`src/rtl/instr_encoder_loader.sv`:
```
// instr_encoder_loader
//   Packs decoded-intent instruction descriptors into 9-bit machine words and
//   writes them to consecutive instruction-memory addresses. Used to load a
//   program before the processor runs. Each descriptor is validated. The block
//   counts the words written and reports done or error.
//
// Optional build macro: INSTR_CKSUM_EN adds a running XOR checksum output.
//
// Ports
//   clk, reset      clock; synchronous active-high reset
//   start           one-cycle pulse: clear counters/error and enter LOAD
//   in_valid/ready  descriptor stream handshake (ready = LOAD && !start)
//   in_kind         00 ALU, 01 LOAD, 10 STORE, 11 BRANCH
//   in_alu_op       ALU op code (ALU only, 0..4 legal)
//   in_uncond       branch unconditional flag (BRANCH only)
//   in_how_high     branch distance class (BRANCH only)
//   in_field        operand field; BRANCH uses [2:0]
//   in_last         descriptor is the final program word
//   im_we/addr/wdata instruction memory write port (registered)
//   busy/done/err   state is LOAD / DONE / ERR
//   err_code        00 none, 01 illegal descriptor, 10 overflow
//   word_count      words written since the last start
//   cksum           (INSTR_CKSUM_EN only) XOR of all words written
module instr_encoder_loader #(
  parameter int unsigned DEPTH = 256,
  parameter int unsigned AW    = 8
) (
  input  logic          clk,
  input  logic          reset,
  input  logic          start,
  input  logic          in_valid,
  output logic          in_ready,
  input  logic [1:0]    in_kind,
  input  logic [2:0]    in_alu_op,
  input  logic          in_uncond,
  input  logic [1:0]    in_how_high,
  input  logic [5:0]    in_field,
  input  logic          in_last,
  output logic          im_we,
  output logic [AW-1:0] im_addr,
  output logic [8:0]    im_wdata,
  output logic          busy,
  output logic          done,
  output logic          err,
  output logic [1:0]    err_code,
  output logic [AW:0]   word_count
`ifdef INSTR_CKSUM_EN
  ,
  output logic [8:0]    cksum
`endif
);

  typedef enum logic [1:0] {StIdle, StLoad, StDone, StErr} state_e;

  localparam logic [1:0] KindAlu   = 2'b00;
  localparam logic [1:0] KindLoad  = 2'b01;
  localparam logic [1:0] KindStore = 2'b10;
  localparam logic [1:0] KindBr    = 2'b11;

  localparam logic [1:0] ErrNone    = 2'b00;
  localparam logic [1:0] ErrIllegal = 2'b01;
  localparam logic [1:0] ErrOverflow = 2'b10;

  // Count value at which the write lands on the last memory word.
  localparam logic [AW:0] LastWord = (AW + 1)'(DEPTH - 1);

  state_e        state_q, state_d;
  logic          we_q, we_d;
  logic [AW-1:0] addr_q, addr_d;
  logic [8:0]    wdata_q, wdata_d;
  logic [1:0]    code_q, code_d;
  logic [AW:0]   count_q, count_d;
  logic [8:0]    cksum_q, cksum_d;

  logic [8:0] enc;
  logic       legal;
  logic       xfer;

  // Descriptor encoding and legality.
  always_comb begin
    enc   = 9'h000;
    legal = 1'b0;
    unique case (in_kind)
      KindAlu: begin
        enc   = {in_alu_op, in_field};
        legal = (in_alu_op <= 3'b100) && !in_uncond && (in_how_high == 2'b00);
      end
      KindLoad: begin
        enc   = {3'b101, in_field};
        legal = !in_uncond && (in_how_high == 2'b00);
      end
      KindStore: begin
        enc   = {3'b110, in_field};
        legal = !in_uncond && (in_how_high == 2'b00);
      end
      KindBr: begin
        enc   = {3'b111, in_uncond, in_how_high, in_field[2:0]};
        legal = (in_field[5:3] == 3'b000);
      end
      default: ;
    endcase
  end

  assign in_ready = (state_q == StLoad) && !start;
  assign xfer     = in_valid && in_ready;

  always_comb begin
    state_d = state_q;
    we_d    = 1'b0;
    addr_d  = addr_q;
    wdata_d = wdata_q;
    code_d  = code_q;
    count_d = count_q;
    cksum_d = cksum_q;
    if (start) begin
      // Valid from any state; a descriptor offered this cycle is ignored
      // because in_ready is held low.
      state_d = StLoad;
      code_d  = ErrNone;
      count_d = '0;
      cksum_d = 9'h000;
    end else if (xfer) begin
      if (!legal) begin
        state_d = StErr;
        code_d  = ErrIllegal;
      end else begin
        we_d    = 1'b1;
        addr_d  = count_q[AW-1:0];
        wdata_d = enc;
        count_d = count_q + (AW + 1)'(1);
        cksum_d = cksum_q ^ enc;
        // in_last takes priority over overflow on the final word.
        if (in_last) begin
          state_d = StDone;
        end else if (count_q == LastWord) begin
          state_d = StErr;
          code_d  = ErrOverflow;
        end
      end
    end
  end

  always_ff @(posedge clk) begin
    if (reset) begin
      state_q <= StIdle;
      we_q    <= 1'b0;
      addr_q  <= '0;
      wdata_q <= 9'h000;
      code_q  <= ErrNone;
      count_q <= '0;
      cksum_q <= 9'h000;
    end else begin
      state_q <= state_d;
      we_q    <= we_d;
      addr_q  <= addr_d;
      wdata_q <= wdata_d;
      code_q  <= code_d;
      count_q <= count_d;
      cksum_q <= cksum_d;
    end
  end

  assign im_we      = we_q;
  assign im_addr    = addr_q;
  assign im_wdata   = wdata_q;
  assign err_code   = code_q;
  assign word_count = count_q;
  assign busy       = (state_q == StLoad);
  assign done       = (state_q == StDone);
  assign err        = (state_q == StErr);

`ifdef INSTR_CKSUM_EN
  assign cksum = cksum_q;
`else
  logic unused_cksum;
  assign unused_cksum = ^cksum_q;
`endif

endmodule

```
`config.mk`:
```
export PLATFORM = sky130hd
export DESIGN_NAME = instr_encoder_loader
export DESIGN_NICKNAME = d
export VERILOG_FILES = /design/src/rtl/instr_encoder_loader.sv
export SDC_FILE = /design/constraint.sdc
export NUM_CORES = 1
export LEC_CHECK = 0
export CORE_AREA = 2 2 51 77
export DETAILED_ROUTE_END_ITERATION = 7
export DIE_AREA = 0 0 53 79
export MAX_ROUTING_LAYER = met4
export PLACE_DENSITY_LB_ADDON = 0.05
export SYNTH_ARGS = -nofsm -noshare
export SYNTH_HDL_FRONTEND = slang
export SYNTH_SLANG_ARGS = --single-unit
export TNS_END_PERCENT = 30
```
`constraint.sdc`:
```
create_clock -name clk -period 2.6 [get_ports clk]
set_input_delay 0.39 -clock clk [delete_from_list [all_inputs] [get_ports clk]]
set_output_delay 0.39 -clock clk [all_outputs]
set_load 0.02 [all_outputs]
```
==> flow_summary.ini, run 1 <==
[status]
status = finished clean

[worst_setup_path]
cp_slowest_cell = clkdlybuf4s50_1
reg2regPathDepth = 6
crit_chain = clkdlybuf4s50_1 > ha_1 > nor4_1 > o21ai_2 > a21boi_4 > buf_4 > mux2i_1
r2r_slack_ns = 0.89
crit_family = buffers and inverters
worst-path-stages = 7
r2r-start = word_count[0]
slowest_delay_ns = 0.46
cp.required_ns = 2.81
critPathKind = input pin to flop
crit_path_end_kind = flop
worstPathArrival_ns = 2.44
cp_num_buf_inv = 2
cp_max_fo = 10
reg2reg_to = err_code[1]
startpoint_type = input pin

[placement]
place_congestion = 0.850
postPlaceCellArea_sq_um = 2240
dp_slack_ns = 0.0892
numPortBuffers = 51
dp_cells = 273
dpl.hpwl_um = 2970

[cells_and_area]
fin_area_sq_um = 2360
layout.cells.non_filler = 281
final_nets = 262
fin_util = 0.665
area.growth.synth_to_final_pct = 39.9
post_route_cells_drive_above_1_share = 0.0966
antenna_cells = 0
fillers = 305

[detailed_routing]
dr_total_vias = 1546
drcViolationCount = 0
firstDrtPassIters = 4
routedWlPerCell_um = 14.4
drtAntennaViolNets = 0
drt_iter0_drc = 54
wl_um = 4040
viasPerCell = 5.50

[synthesis]
synth_area_sq_um = 1690
synth_ff_type = dfxtp_1
synth_commonest_cells = dfxtp_1, nand2b_1, mux2i_1
syn_inst = 182
async_flop_share = 0
yosys-top-cells-area = dfxtp_1, mux2i_1, nand2b_1
yosysSeqAreaShare = 0.368
yosys.cell_count.top_type = dfxtp_1
yosysTopAreaCellShare = 0.368
ys_ff_latch = 31
ys_warn_count = 0
syn_avg_cell_area_sq_um = 9.26
synth_fp_nets = 207
yosys.cell_types.count = 37
yosys.area.top_type = dfxtp_1
synth_edf_count = 0

[power_and_ir_drop]
clkPwrFrac = 0.455
power_leakage_nw = 0.860
pwr-share-seq = 0.442
irDropWorstVdd_v = 0.000345
power.net_switching_uw = 238
comb_power_share = 0.102
cellPowerDensity_nw_per_um2 = 460
total_power_mw = 1.08
intPower_uw = 846
swShare = 0.220

[clock_tree]
clkTransAtPathRegs_ns = 0.07
insertion_delay_ns = 0.29
cts_tree = built
cts_hold_buffers = 0
cts.sinks = 31
post_cts_resized = 0
cts_buffers = 5
postCtsSetupBuffers = 0
clock-root-buffer = clkbuf_8
clockBufferDepth = 2
cts_max_level = 2

[worst_hold_path]
hold_start = im_addr[1]
hold_class = flop to flop
whs_path_depth = 2
worstHoldEndpoint = im_addr[1]

[sta]
hold_violations = 0
setup_violations = 0
tightest_slew_ns = 0.573
hold_ws_ns = 0.474
rsz0062_at_grt = no
fin_tns_setup_ns = 0
clock_skew_ns = 0.00423
min_period_over_period = 0.856
layout_setup_ws_ns = 0.375
max-slew-margin-rel = 0.613
fin_crit_ns = 2.23
maxSlewViolCount = 0
fmax_ghz = 0.449

[run]
max_cap_violations = 0

[floorplan]
ios = 52
die_area_sq_um = 4190
die_h_um = 79
die_w_um = 53
row_count = 27
start_util = 0.475
core_area_sq_um = 3550

[global_routing]
grt_pass1_vias = 1437
grt_max_degree = 46
grt_util_all_layers = 0.216
grt_antenna_before_repair = 0
grt_pass1_wl_um = 6610
globalRouteOverflowTotal = 0
==> kinds of logic (layout without fill, tap and decap cells) <==
family,count (synthesis),after routing,synth area share
AO/OA/AOI/OAI,26,26,0.118
adder cells (fa/ha/maj),6,6,0.0445
buffers and inverters,18,74,0.0542
flip-flops,31,31,0.368
multiplexers,24,24,0.146
AND/OR/NAND/NOR,77,77,0.269
==> cells in the final DEF (no fill, tap or decap), drive strengths merged, types with 2 or more instances in the layout <==
| cell | n |
|---|---|
| a2111oi | 2 |
| a211o | 3 |
| a21oi | 8 |
| a22oi | 3 |
| and4 | 4 |
| buf | 7 |
| clkbuf | 6 |
| clkdlybuf4s50 | 51 |
| dfxtp | 31 |
| ha | 6 |
| inv | 8 |
| mux2 | 4 |
| mux2i | 20 |
| nand2 | 9 |
| nand2b | 25 |
| nand3 | 3 |
| nand4 | 2 |
| nor2 | 8 |
| nor2b | 8 |
| nor3 | 4 |
| o21ai | 3 |
| or3 | 7 |
==> worst max-delay path by stage <==
stage | slack (ns) | end | startpoint
2_1_floorplan | 0.75 | im_wdata[3] | in_kind[0]
3_3_place_gp | 0.17 | im_wdata[3] | in_kind[0]
3_5_place_dp | 0.09 | im_wdata[8] | in_kind[0]
5_1_grt | 0.26 | word_count[5] | in_kind[1]
6_report | 0.37 | word_count[0] | in_kind[0]
4_1_cts | 0.39 | im_wdata[5] | in_kind[0]
==> flip-flops by register name (all words and copies together) (netlist names) <==
register	count
im_we	1
im_wdata	9
im_addr	8
state_q	2
err_code	2
word_count	9
==> worst reg2reg max path, delay by kind of cell, from the launching register on <==
kind	cells	cell delay, ns
AO/OA/AOI/OAI	2	0.41
adder cells (fa/ha/maj)	2	0.46
AND/OR/NAND/NOR	2	0.34
flip-flops	1	0.45
==> power groups by stage <==
stage	Clock [mW]	Combinational, mW	Sequential (mW)
6_report	0.494	0.111	0.480
5_1_grt	0.522	0.120	0.480
4_1_cts	0.504	0.111	0.480
3_5_place_dp	0	0.111	0.490
3_3_place_gp	0	0.107	0.490
2_1_floorplan	0	0.0577	0.491
==> layer usage <==
| metal | part of all wire | track usage | vias up |
|---|---|---|---|
| met5 | 0 | - | - |
| met4 | 0.016 | 0.0821 | 0 |
| met3 | 0.054 | 0.0432 | 7 |
| li1 | - | - | 755 |
| met2 | 0.56 | 0.374 | 47 |
| met1 | 0.37 | 0.238 | 737 |
==> layout make-up <==
cell class | count | area, sq um | area share
Tap cell | 43 | 53.8 | 0.0228
Timing Repair Buffer | 58 | 563 | 0.239
Clock buffer | 6 | 82.6 | 0.0350
Sequential cell | 31 | 621 | 0.263
Multi-Input combinational cell | 133 | 973 | 0.413
Clock inverter | 2 | 35.0 | 0.0149
Inverter | 8 | 30.0 | 0.0127
Power figures use the tool's default switching activity.
==> run 2: changes to the inputs <==
--- a/config.mk
+++ b/config.mk
@@ -5,9 +5,10 @@
 export SDC_FILE = /design/constraint.sdc
 export NUM_CORES = 1
 export LEC_CHECK = 0
-export CORE_AREA = 2 2 51 77
+export CORE_AREA = 2 2 60 62
+export CTS_BUF_LIST = sky130_fd_sc_hd__clkbuf_8
 export DETAILED_ROUTE_END_ITERATION = 7
-export DIE_AREA = 0 0 53 79
+export DIE_AREA = 0 0 62 64
 export MAX_ROUTING_LAYER = met4
 export PLACE_DENSITY_LB_ADDON = 0.05
 export SYNTH_ARGS = -nofsm -noshare
==> flow_summary.ini, run 2 (synthesis gave the netlist of run 1 again) <==
[clock_tree]
cts_buffers = 5
insertion_delay_ns = 0.28
cts_max_level = 2
post_cts_resized = 0
cts_tree = built
cts_hold_buffers = 0
clockBufferDepth = 2
postCtsSetupBuffers = 0
clkTransAtPathRegs_ns = 0.06
cts.sinks = 31
clock-root-buffer = clkbuf_8

[sta]
setup_violations = 0
fin_tns_setup_ns = 0
maxSlewViolCount = 0
min_period_over_period = 0.849
fin_crit_ns = 2.21
hold_violations = 0
tightest_slew_ns = 0.594
max-slew-margin-rel = 0.598
clock_skew_ns = 0.00319
rsz0062_at_grt = no
fmax_ghz = 0.453

[global_routing]
grt_pass1_vias = 1551
grt_antenna_before_repair = 0
globalRouteOverflowTotal = 0
grt_max_degree = 21
grt_util_all_layers = 0.240
grt_pass1_wl_um = 7040

[detailed_routing]
routedWlPerCell_um = 14.7
firstDrtPassIters = 4
drtAntennaViolNets = 0
viasPerCell = 5.38
drt_iter0_drc = 73
wl_um = 4190
dr_total_vias = 1529
drcViolationCount = 0

[floorplan]
die_h_um = 64
ios = 52
die_area_sq_um = 3970
core_area_sq_um = 3280
row_count = 21
die_w_um = 62
start_util = 0.513

[cells_and_area]
final_common_cell = clkdlybuf4s50_1
post_route_cells_drive_above_1_share = 0.0882
multi_input_area_sq_um = 973
fillers = 263
seqCellArea_sq_um = 621
antenna_cells = 0
final_cell_mix = clkdlybuf4s50_1, dfxtp_1, nand2b_1, mux2i_1, inv_1
area.growth.synth_to_final_pct = 38.8
final_nets = 262

[worst_setup_path]
reg2regPathDepth = 6
r2r-start = word_count[1]
r2r_slack_ns = 0.88
crit_chain = clkdlybuf4s50_1 > ha_1 > nor4_1 > o21ai_2 > a21boi_4 > buf_12 > mux2i_1
worstPathArrival_ns = 2.41
cp.required_ns = 2.80
cp_max_fo = 13
endpoint = im_addr[6]
cp_slowest_cell = clkdlybuf4s50_1
critPathKind = input pin to flop
crit_path_end_kind = flop
reg2reg_to = err_code[1]
startpoint_type = input pin
cp_num_buf_inv = 2
slowest_delay_ns = 0.45
crit_start = in_kind[0]
worst-path-stages = 7
crit_family = buffers and inverters

[placement]
numPortBuffers = 51
dpl.hpwl_um = 3180
place_congestion = 0.792

[power_and_ir_drop]
cellPowerDensity_nw_per_um2 = 404
intPower_uw = 717
pwr-share-seq = 0.507
clkPwrFrac = 0.373
total_power_uw = 946
power.net_switching_uw = 229
swShare = 0.242
power_leakage_nw = 0.852
irDropWorstVdd_v = 0.000263
comb_power_share = 0.120

[status]
status = finished clean

[run]
max_cap_violations = 0

[worst_hold_path]
hold_class = flop to flop
-- run 2: worst min-delay path by stage --
stage / start / end / slack (ns) / cells after the start
2_1_floorplan: in_last / state_q[0] / 0.49 / 1
6_report: im_wdata[6] / im_wdata[6] / 0.48 / 2
5_1_grt: im_addr[5] / im_addr[5] / 0.50 / 2
4_1_cts: im_addr[5] / im_addr[5] / 0.48 / 2
3_5_place_dp: im_addr[5] / im_addr[5] / 0.47 / 2
3_3_place_gp: im_wdata[0] / im_wdata[0] / 0.46 / 2
-- run 2: stage by stage --
stage               area (sq um)  hold WS (ns)  utilization  std cells  setup WS (ns)
floorplan                   1690         0.486            -        182          0.750
global placement            2260         0.456        0.687        276          0.212
detailed placement          2260         0.473        0.687        276          0.151
CTS                         2340         0.484        0.712        284          0.415
global route                2340         0.503        0.712        284          0.263
finish                      2340         0.479        0.712        284          0.392
-- run 2: area by class of cell --
cell class                      count  area share
Sequential cell                    31       0.265
Timing Repair Buffer               58       0.246
Clock inverter                      3     0.00535
Inverter                            8      0.0128
Clock buffer                        5      0.0294
Tap cell                           46      0.0246
Multi-Input combinational cell    133       0.416
-- run 2: worst min-delay path, cell delays in order (launching register included) --
cell and delay (ns):
dfxtp_1 0.31, nand2b_1 0.06, mux2i_1 0.06
-- run 2: power by group through the flow --
stage	registers, mW	clock network [mW]	logic, mW
final	0.480	0.352	0.114
after global routing	0.479	0.386	0.123
after CTS	0.480	0.360	0.113
after detailed placement	0.490	0	0.112
after global placement	0.490	0	0.108
after floorplan	0.491	0	0.0577
-- run 2: routing by layer --
| layer | vias up | GRT usage | share of wire |
|---|---|---|---|
| met4 | 0 | 0.0745 | 0.012 |
| met2 | 48 | 0.413 | 0.54 |
| met1 | 719 | 0.270 | 0.41 |
| li1 | 753 | - | - |
| met5 | - | - | 0 |
| met3 | 9 | 0.0486 | 0.041 |
